File: config.mk
export PLATFORM = sky130hd
export DESIGN_NAME = pipe_ctrl_stage
export DESIGN_NICKNAME = d
export VERILOG_FILES = /design/src/rtl/pipe_ctrl_pkg.sv /design/src/rtl/pipe_ctrl_decode.sv /design/src/rtl/pipe_ctrl_stage.sv
export SDC_FILE = /design/constraint.sdc
export NUM_CORES = 1
export LEC_CHECK = 0
export ABC_AREA = 0
export BUFFER_PORTS_ARGS = -buffer_cell sky130_fd_sc_hd__buf_2
export CAP_MARGIN = 20
export CORE_AREA = 3 3 91 85
export CTS_CLUSTER_SIZE = 28
export DETAILED_ROUTE_END_ITERATION = 6
export DIE_AREA = 0 0 94 88
export RECOVER_POWER = 25
export SYNTH_ARGS = -nofsm -noshare
export SYNTH_HDL_FRONTEND = slang
export SYNTH_SLANG_ARGS = --single-unit
File: constraint.sdc
create_clock -name clk_i -period 3.8 [get_ports clk_i]
set_input_delay 0.38 -clock clk_i [delete_from_list [all_inputs] [get_ports clk_i]]
set_output_delay 0.38 -clock clk_i [all_outputs]
set_load 0.05 [all_outputs]
File: src/rtl/pipe_ctrl_pkg.sv
// pipe_ctrl_pkg: shared definitions for the ID/EX decode-and-hazard stage.
//   - opcode constants (RV32I subset handled by the stage)
//   - ALU-op and write-back-select encodings
//   - ctrl_bundle_t: the control bundle carried in the ID/EX register
//   - CTRL_BUBBLE: the all-zero bundle used for bubbles
//   - state_t: stage FSM states
package pipe_ctrl_pkg;

  localparam logic [6:0] OP_R    = 7'b0110011;
  localparam logic [6:0] OP_I    = 7'b0010011;
  localparam logic [6:0] OP_LW   = 7'b0000011;
  localparam logic [6:0] OP_SW   = 7'b0100011;
  localparam logic [6:0] OP_BEQ  = 7'b1100011;
  localparam logic [6:0] OP_JAL  = 7'b1101111;
  localparam logic [6:0] OP_JALR = 7'b1100111;

  localparam logic [1:0] ALU_ADD   = 2'b00;
  localparam logic [1:0] ALU_SUB   = 2'b01;
  localparam logic [1:0] ALU_RFUNC = 2'b10;
  localparam logic [1:0] ALU_IFUNC = 2'b11;

  localparam logic [1:0] WB_ALU = 2'b00;
  localparam logic [1:0] WB_MEM = 2'b01;
  localparam logic [1:0] WB_PC4 = 2'b10;

  typedef struct packed {
    logic [1:0] alu_op;
    logic       alu_src;
    logic       reg_write;
    logic       mem_read;
    logic       mem_write;
    logic       branch;
    logic       jump;
    logic [1:0] wb_sel;
  } ctrl_bundle_t;

  localparam ctrl_bundle_t CTRL_BUBBLE = '0;

  typedef enum logic {
    ST_RUN  = 1'b0,
    ST_HOLD = 1'b1
  } state_t;

endpackage

File: src/rtl/pipe_ctrl_decode.sv
// pipe_ctrl_decode: purely combinational opcode decoder.
// Ports:
//   op_i       - opcode of the instruction in ID
//   ctrl_o     - decoded control bundle (CTRL_BUBBLE for unknown opcodes)
//   illegal_o  - opcode not recognised (JAL/JALR count as unknown when JUMP_EN = 0)
//   use_rs1_o  - instruction reads rs1 (everything except JAL)
//   use_rs2_o  - instruction reads rs2 (R-type, SW, BEQ)
module pipe_ctrl_decode
  import pipe_ctrl_pkg::*;
#(
  parameter int JUMP_EN = 0
) (
  input  logic [6:0]   op_i,
  output ctrl_bundle_t ctrl_o,
  output logic         illegal_o,
  output logic         use_rs1_o,
  output logic         use_rs2_o
);

  always_comb begin
    ctrl_o    = CTRL_BUBBLE;
    illegal_o = 1'b0;
    case (op_i)
      OP_R: begin
        ctrl_o.alu_op    = ALU_RFUNC;
        ctrl_o.reg_write = 1'b1;
      end
      OP_I: begin
        ctrl_o.alu_op    = ALU_IFUNC;
        ctrl_o.alu_src   = 1'b1;
        ctrl_o.reg_write = 1'b1;
      end
      OP_LW: begin
        ctrl_o.alu_op    = ALU_ADD;
        ctrl_o.alu_src   = 1'b1;
        ctrl_o.reg_write = 1'b1;
        ctrl_o.mem_read  = 1'b1;
        ctrl_o.wb_sel    = WB_MEM;
      end
      OP_SW: begin
        ctrl_o.alu_op    = ALU_ADD;
        ctrl_o.alu_src   = 1'b1;
        ctrl_o.mem_write = 1'b1;
      end
      OP_BEQ: begin
        ctrl_o.alu_op = ALU_SUB;
        ctrl_o.branch = 1'b1;
      end
      OP_JAL, OP_JALR: begin
        if (JUMP_EN != 0) begin
          ctrl_o.alu_op    = ALU_ADD;
          ctrl_o.alu_src   = (op_i == OP_JALR);
          ctrl_o.reg_write = 1'b1;
          ctrl_o.jump      = 1'b1;
          ctrl_o.wb_sel    = WB_PC4;
        end else begin
          illegal_o = 1'b1;
        end
      end
      default: illegal_o = 1'b1;
    endcase
  end

  // JAL has no rs1 field; its bits [19:15] are immediate and must not alias a register.
  assign use_rs1_o = (op_i != OP_JAL);
  assign use_rs2_o = (op_i == OP_R) || (op_i == OP_SW) || (op_i == OP_BEQ);

endmodule

File: src/rtl/pipe_ctrl_stage.sv
// pipe_ctrl_stage: ID/EX control register with load-use hazard detection,
// data-cache stall freeze, branch flush and saturating performance counters.
// Ports:
//   clk_i, rst_n_i                    - clock, async active-low reset
//   id_op_i, id_rs1_i, id_rs2_i, id_rd_i - ID-stage instruction fields
//   mem_stall_i                       - data cache busy, hold the pipeline
//   flush_i                           - taken branch/jump, squash ID
//   ex_*_o                            - registered ID/EX control bundle and rd
//   pc_write_o, ifid_write_o          - front-end write enables (combinational)
//   hazard_o                          - load-use hazard this cycle (combinational)
//   illegal_o                         - sticky unknown-opcode flag
//   stall_cnt_o, bubble_cnt_o         - saturating event counters
//   state_dbg_o                       - current FSM state (0 = RUN, 1 = HOLD)
//
// Handshake: there is no valid/ready pair here; pc_write_o/ifid_write_o low
// means the front end must keep its current PC and IF/ID contents this cycle.
module pipe_ctrl_stage
  import pipe_ctrl_pkg::*;
#(
  parameter int REG_AW  = 5,
  parameter int ALUOP_W = 2,
  parameter int CNT_W   = 16,
  parameter int JUMP_EN = 0
) (
  input  logic               clk_i,
  input  logic               rst_n_i,
  input  logic [6:0]         id_op_i,
  input  logic [REG_AW-1:0]  id_rs1_i,
  input  logic [REG_AW-1:0]  id_rs2_i,
  input  logic [REG_AW-1:0]  id_rd_i,
  input  logic               mem_stall_i,
  input  logic               flush_i,
  output logic [ALUOP_W-1:0] ex_alu_op_o,
  output logic               ex_alu_src_o,
  output logic               ex_reg_write_o,
  output logic               ex_mem_read_o,
  output logic               ex_mem_write_o,
  output logic               ex_branch_o,
  output logic               ex_jump_o,
  output logic [1:0]         ex_wb_sel_o,
  output logic [REG_AW-1:0]  ex_rd_o,
  output logic               pc_write_o,
  output logic               ifid_write_o,
  output logic               hazard_o,
  output logic               illegal_o,
  output logic [CNT_W-1:0]   stall_cnt_o,
  output logic [CNT_W-1:0]   bubble_cnt_o,
  output logic               state_dbg_o
);

  state_t             r_state, w_state_nxt;
  ctrl_bundle_t       w_dec_ctrl, r_ex_ctrl, w_ex_ctrl_nxt;
  logic [REG_AW-1:0]  r_ex_rd, w_ex_rd_nxt;
  logic               w_dec_illegal, w_use_rs1, w_use_rs2;
  logic               w_hazard_raw, w_hazard, w_front_en;
  logic               w_load, w_bubble, w_set_illegal;
  logic               r_illegal;
  logic [CNT_W-1:0]   r_stall_cnt, r_bubble_cnt;

  pipe_ctrl_decode #(.JUMP_EN(JUMP_EN)) u_decode (
    .op_i      (id_op_i),
    .ctrl_o    (w_dec_ctrl),
    .illegal_o (w_dec_illegal),
    .use_rs1_o (w_use_rs1),
    .use_rs2_o (w_use_rs2)
  );

  // Load in EX whose destination is read by ID; x0 never creates a dependency.
  assign w_hazard_raw = r_ex_ctrl.mem_read && (r_ex_rd != '0) &&
                        ((w_use_rs1 && (r_ex_rd == id_rs1_i)) ||
                         (w_use_rs2 && (r_ex_rd == id_rs2_i)));
  // A flush already inserts the bubble, so the hazard is not reported on top of it.
  assign w_hazard     = w_hazard_raw && !flush_i;

  // The release cycle of a stall is still spent in HOLD, so the front end is
  // frozen for one cycle beyond the last mem_stall_i cycle.
  assign w_front_en = !rst_n_i || !(mem_stall_i || w_hazard || (r_state == ST_HOLD));

  // FSM: state register
  always_ff @(posedge clk_i or negedge rst_n_i) begin
    if (!rst_n_i) r_state <= ST_RUN;
    else          r_state <= w_state_nxt;
  end

  // FSM: next state
  always_comb begin
    w_state_nxt = r_state;
    case (r_state)
      ST_RUN:  if (mem_stall_i)  w_state_nxt = ST_HOLD;
      ST_HOLD: if (!mem_stall_i) w_state_nxt = ST_RUN;
      default: w_state_nxt = ST_RUN;
    endcase
  end

  // FSM: outputs (ID/EX load selection)
  always_comb begin
    w_load        = (r_state == ST_RUN) && !mem_stall_i;
    w_bubble      = flush_i || w_hazard || w_dec_illegal;
    w_ex_ctrl_nxt = r_ex_ctrl;
    w_ex_rd_nxt   = r_ex_rd;
    if (w_load) begin
      if (w_bubble) begin
        w_ex_ctrl_nxt = CTRL_BUBBLE;
        w_ex_rd_nxt   = '0;
      end else begin
        w_ex_ctrl_nxt = w_dec_ctrl;
        w_ex_rd_nxt   = id_rd_i;
      end
    end
    // Only an unknown opcode that actually gets past flush and hazard is flagged.
    w_set_illegal = w_load && !flush_i && !w_hazard && w_dec_illegal;
  end

  always_ff @(posedge clk_i or negedge rst_n_i) begin
    if (!rst_n_i) begin
      r_ex_ctrl    <= CTRL_BUBBLE;
      r_ex_rd      <= '0;
      r_illegal    <= 1'b0;
      r_stall_cnt  <= '0;
      r_bubble_cnt <= '0;
    end else begin
      r_ex_ctrl <= w_ex_ctrl_nxt;
      r_ex_rd   <= w_ex_rd_nxt;
      if (w_set_illegal) r_illegal <= 1'b1;
      if (!w_front_en && (r_stall_cnt != {CNT_W{1'b1}}))
        r_stall_cnt <= r_stall_cnt + CNT_W'(1);
      if (w_load && w_bubble && (r_bubble_cnt != {CNT_W{1'b1}}))
        r_bubble_cnt <= r_bubble_cnt + CNT_W'(1);
    end
  end

  assign ex_alu_op_o    = ALUOP_W'(r_ex_ctrl.alu_op);
  assign ex_alu_src_o   = r_ex_ctrl.alu_src;
  assign ex_reg_write_o = r_ex_ctrl.reg_write;
  assign ex_mem_read_o  = r_ex_ctrl.mem_read;
  assign ex_mem_write_o = r_ex_ctrl.mem_write;
  assign ex_branch_o    = r_ex_ctrl.branch;
  assign ex_jump_o      = r_ex_ctrl.jump;
  assign ex_wb_sel_o    = r_ex_ctrl.wb_sel;
  assign ex_rd_o        = r_ex_rd;
  assign pc_write_o     = w_front_en;
  assign ifid_write_o   = w_front_en;
  assign hazard_o       = w_hazard;
  assign illegal_o      = r_illegal;
  assign stall_cnt_o    = r_stall_cnt;
  assign bubble_cnt_o   = r_bubble_cnt;
  assign state_dbg_o    = (r_state == ST_HOLD);

endmodule

==> impl_results.md <==
- Final Setup Violations: 0
- Clock transition at path regs: ~90 ps
- Critical Path Fanout Max: 5
- Detailed-route DRC error count: 0
- Post-DP HPWL: approximately 4000 um
- Top cell type by total area after synthesis: dfrtp_1
- Slew @ Worst Pin: roughly 1100 ps
- Clock Latency Late Sink: approximately 300 ps
- TritonCTS clock tree: yes
- Num ports: between 70 and 80
- Top cells by area, synth: dfrtp_1 (49%), xnor2_1 (13%), nand4_1 (4.0%)
- CTS buffer count: 5
- Clock root cell: clkbuf_8
- Power Density: about 500 nW/um^2
- Hold Crit Class: in -> reg
- Die Span Y: between 80 and 90 um
- Max H-tree Level: 2
- Max VDD drop: 0.0001302 V
- Share of cells above drive strength 1: between 30 and 40%
- # Max-Cap Violations: 0
- Starting DRT DRC Count: 70
- Met2 Use GR: between 20% and 30%
- Mapped Cells: 219
- Required time worst endpoint: around 3400 ps
- Distinct cell type count after synthesis: 43
- Placed Instances: 380
- Congestion Overflow GR: 0
- Critical Path End Type: output pin
- Row cnt: 29
- Routing usage on met3: between 3 and 4%
- Post-layout util: a little over two fifths
- Yosys warnings: 0
- GRT Total Usage: a little over an eighth
- Synth top area share: 48.63%
- First-pass GRT wire length: roughly 9000 um
- Vias: 1881
- Post-synthesis sequential element count: 46
- CP arrival: roughly 2000 ps
- Initial antenna violation count: 0
- Max-slew violations: 0
- Primary FF master, synth: dfrtp_1
- Number of synthesized flops with an enable pin: 0
- Largest net degree at the start of global routing: 48
- Status: complete, no violations
- Top Usage Layer GRT: met2
- GPL Wtd Cong: around 0.75
- Placeable core area: 6894 um^2
- Routing usage on met1: approximately a fifth
- Synth Cell Area: between 2000 and 2500 um^2
- RSZ-0062 raised after global routing: no
- Static Leak: roughly 1.4 nW
- Final period util: a little over three fifths
- Hold_buf cts: 0
- Clock Skew: 5.217 ps
- WL/cell: 13.80 um
- Starting Density: 34.34%
- Rel. slew slack: between 20% and 30%
- Die ar.: approximately 8300 um^2
- Pre-antenna DRT Iters: 4
- Longest Clk Path Bufs: 2
- Port Buf Inserts: 75
- CTS sink cnt: between 40 and 50
- Post-Route WL: approximately 5400 um
- Post-route insts no fill: slightly below 400
- Total power: approximately 1.4 mW
- Nets@finish: between 300 and 400
- Setup TNS: 0 ps
- Die Span X: roughly 94 um
- Number of post-CTS setup repair buffers: 0
- Seq/Total Area, Yosys: between 40% and 50%
- CP Launch Type: flip-flop
- Max Fclk: 0.4161 GHz
- Routed Antenna Nets: 0
- Mean Syn Cell Area: ~11 um^2
- CTS resizes: 0
- Tmin final: roughly 2400 ps
- P&R area growth vs syn: 22.36%
- Vias in the first global route: 1828
- Vias per inst: 4.848
- Ys async rst share: 100.0%
- Crit path kind: reg -> out
- N_diodes: 0
- Hold Vio Cnt, Final: 0
-- logic make-up (layout without fill, tap and decap cells) --
kind of cell	count (synthesis)	after routing	share of synthesized area, %
compound gates	31	31	11.68
xor+xnor	37	37	13.69
fa+ha+maj	2	2	1.057
buf+inv	14	89	3.541
flops	46	46	48.63
mux	3	3	1.427
other cells	1	2	0.1584
simple gates	85	85	19.82
-- cells in the mapped netlist (2+ instances only) --
library cell	count
a21oi_1	5
dfrtp_1	46
mux2_2	3
xnor2_1	36
o211ai_1	2
a22o_1	10
and4_1	2
nor2_1	12
clkbuf_1	2
nand2_1	16
and2_1	4
ha_1	2
nand4_1	15
nand3_1	17
nor3_1	3
a41o_2	2
nand2b_1	2
o21ai_2	2
buf_6	2
buf_4	4
and3_1	6
inv_1	5
-- layout by cell type, fill, tap and decap left out, types with 2 or more instances in the layout --
master / count
and2_1: 4
ha_1: 2
and4_1: 2
dfrtp_1: 46
nand2b_1: 2
mux2_2: 3
nand4_1: 15
clkbuf_8: 5
nand3_1: 17
xnor2_1: 36
clkinvlp_4: 2
nor3_1: 3
a41o_2: 2
nand2_1: 16
a21oi_1: 5
conb_1: 2
o211ai_1: 2
inv_1: 5
buf_2: 74
and3_1: 6
o21ai_2: 2
nor2_1: 12
a22o_1: 10
-- stage by stage --
step	hold slack, ps	area, um^2	worst slack, ps
6_report	189.7	2897	1397
5_1_grt	182.7	2897	1252
4_1_cts	183.2	2898	1371
3_5_place_dp	458.5	2805	1441
3_3_place_gp	457.1	2805	1490
2_1_floorplan	84.41	2371	1025
-- layer usage --
layer,vias up,part of all wire (%)
li1,926,-
met1,882,46
met2,67,45
met3,6,7.7
met4,0,1.1
met5,-,0
-- registers in the layout (all words and copies together), names as in the netlist --
name,flops
bubble_cnt_o,16
ex_branch_o,1
illegal_o,1
ex_reg_write_o,1
ex_alu_op_o,2
ex_mem_write_o,1
ex_rd_o,5
state_dbg_o,1
ex_wb_sel_o,1
stall_cnt_o,16
ex_alu_src_o,1
-- power by group --
group / internal (mW) / total, mW / switching, mW / leakage (nW)
Sequential: 0.554 / 0.630 / 0.0757 / 0.614
Combinational: 0.135 / 0.499 / 0.365 / 0.706
Clock: 0.132 / 0.307 / 0.175 / 0.0408
-- worst max-delay path, stage by stage, from the launching register on --
cell and delay [ps]:
dfrtp_1 460, or4_4 570, o2111ai_2 220, o21ai_2 110, inv_1 90, buf_2 260
-- worst paths after layout --
path | startpoint | to | slack [ps] | cells past startpoint
worst max register to register | bubble_cnt_o[0] | bubble_cnt_o[1] | 1500 | 6
worst max-delay path | ex_rd_o[1] | pc_write_o | 1400 | 5
max in group asynchronous | rst_n_i | stall_cnt_o[15] | 3160 | 2
min in group asynchronous | rst_n_i | stall_cnt_o[14] | 240 | 2
worst min-delay path | mem_stall_i | state_dbg_o | 190 | 1
worst min register to register | illegal_o | illegal_o | 490 | 1
-- cell type report --
type | instances | area, um^2
clock buffers | 5 | 68.82
multi-input cells | 160 | 1136
inverters | 5 | 18.77
repair buffers | 76 | 381.6
well taps | 93 | 116.4
fillers | 703 | 3998
clock inverters | 3 | 23.77
flip-flops and latches | 46 | 1151
Note: power is estimated with default switching activity, not from simulation.
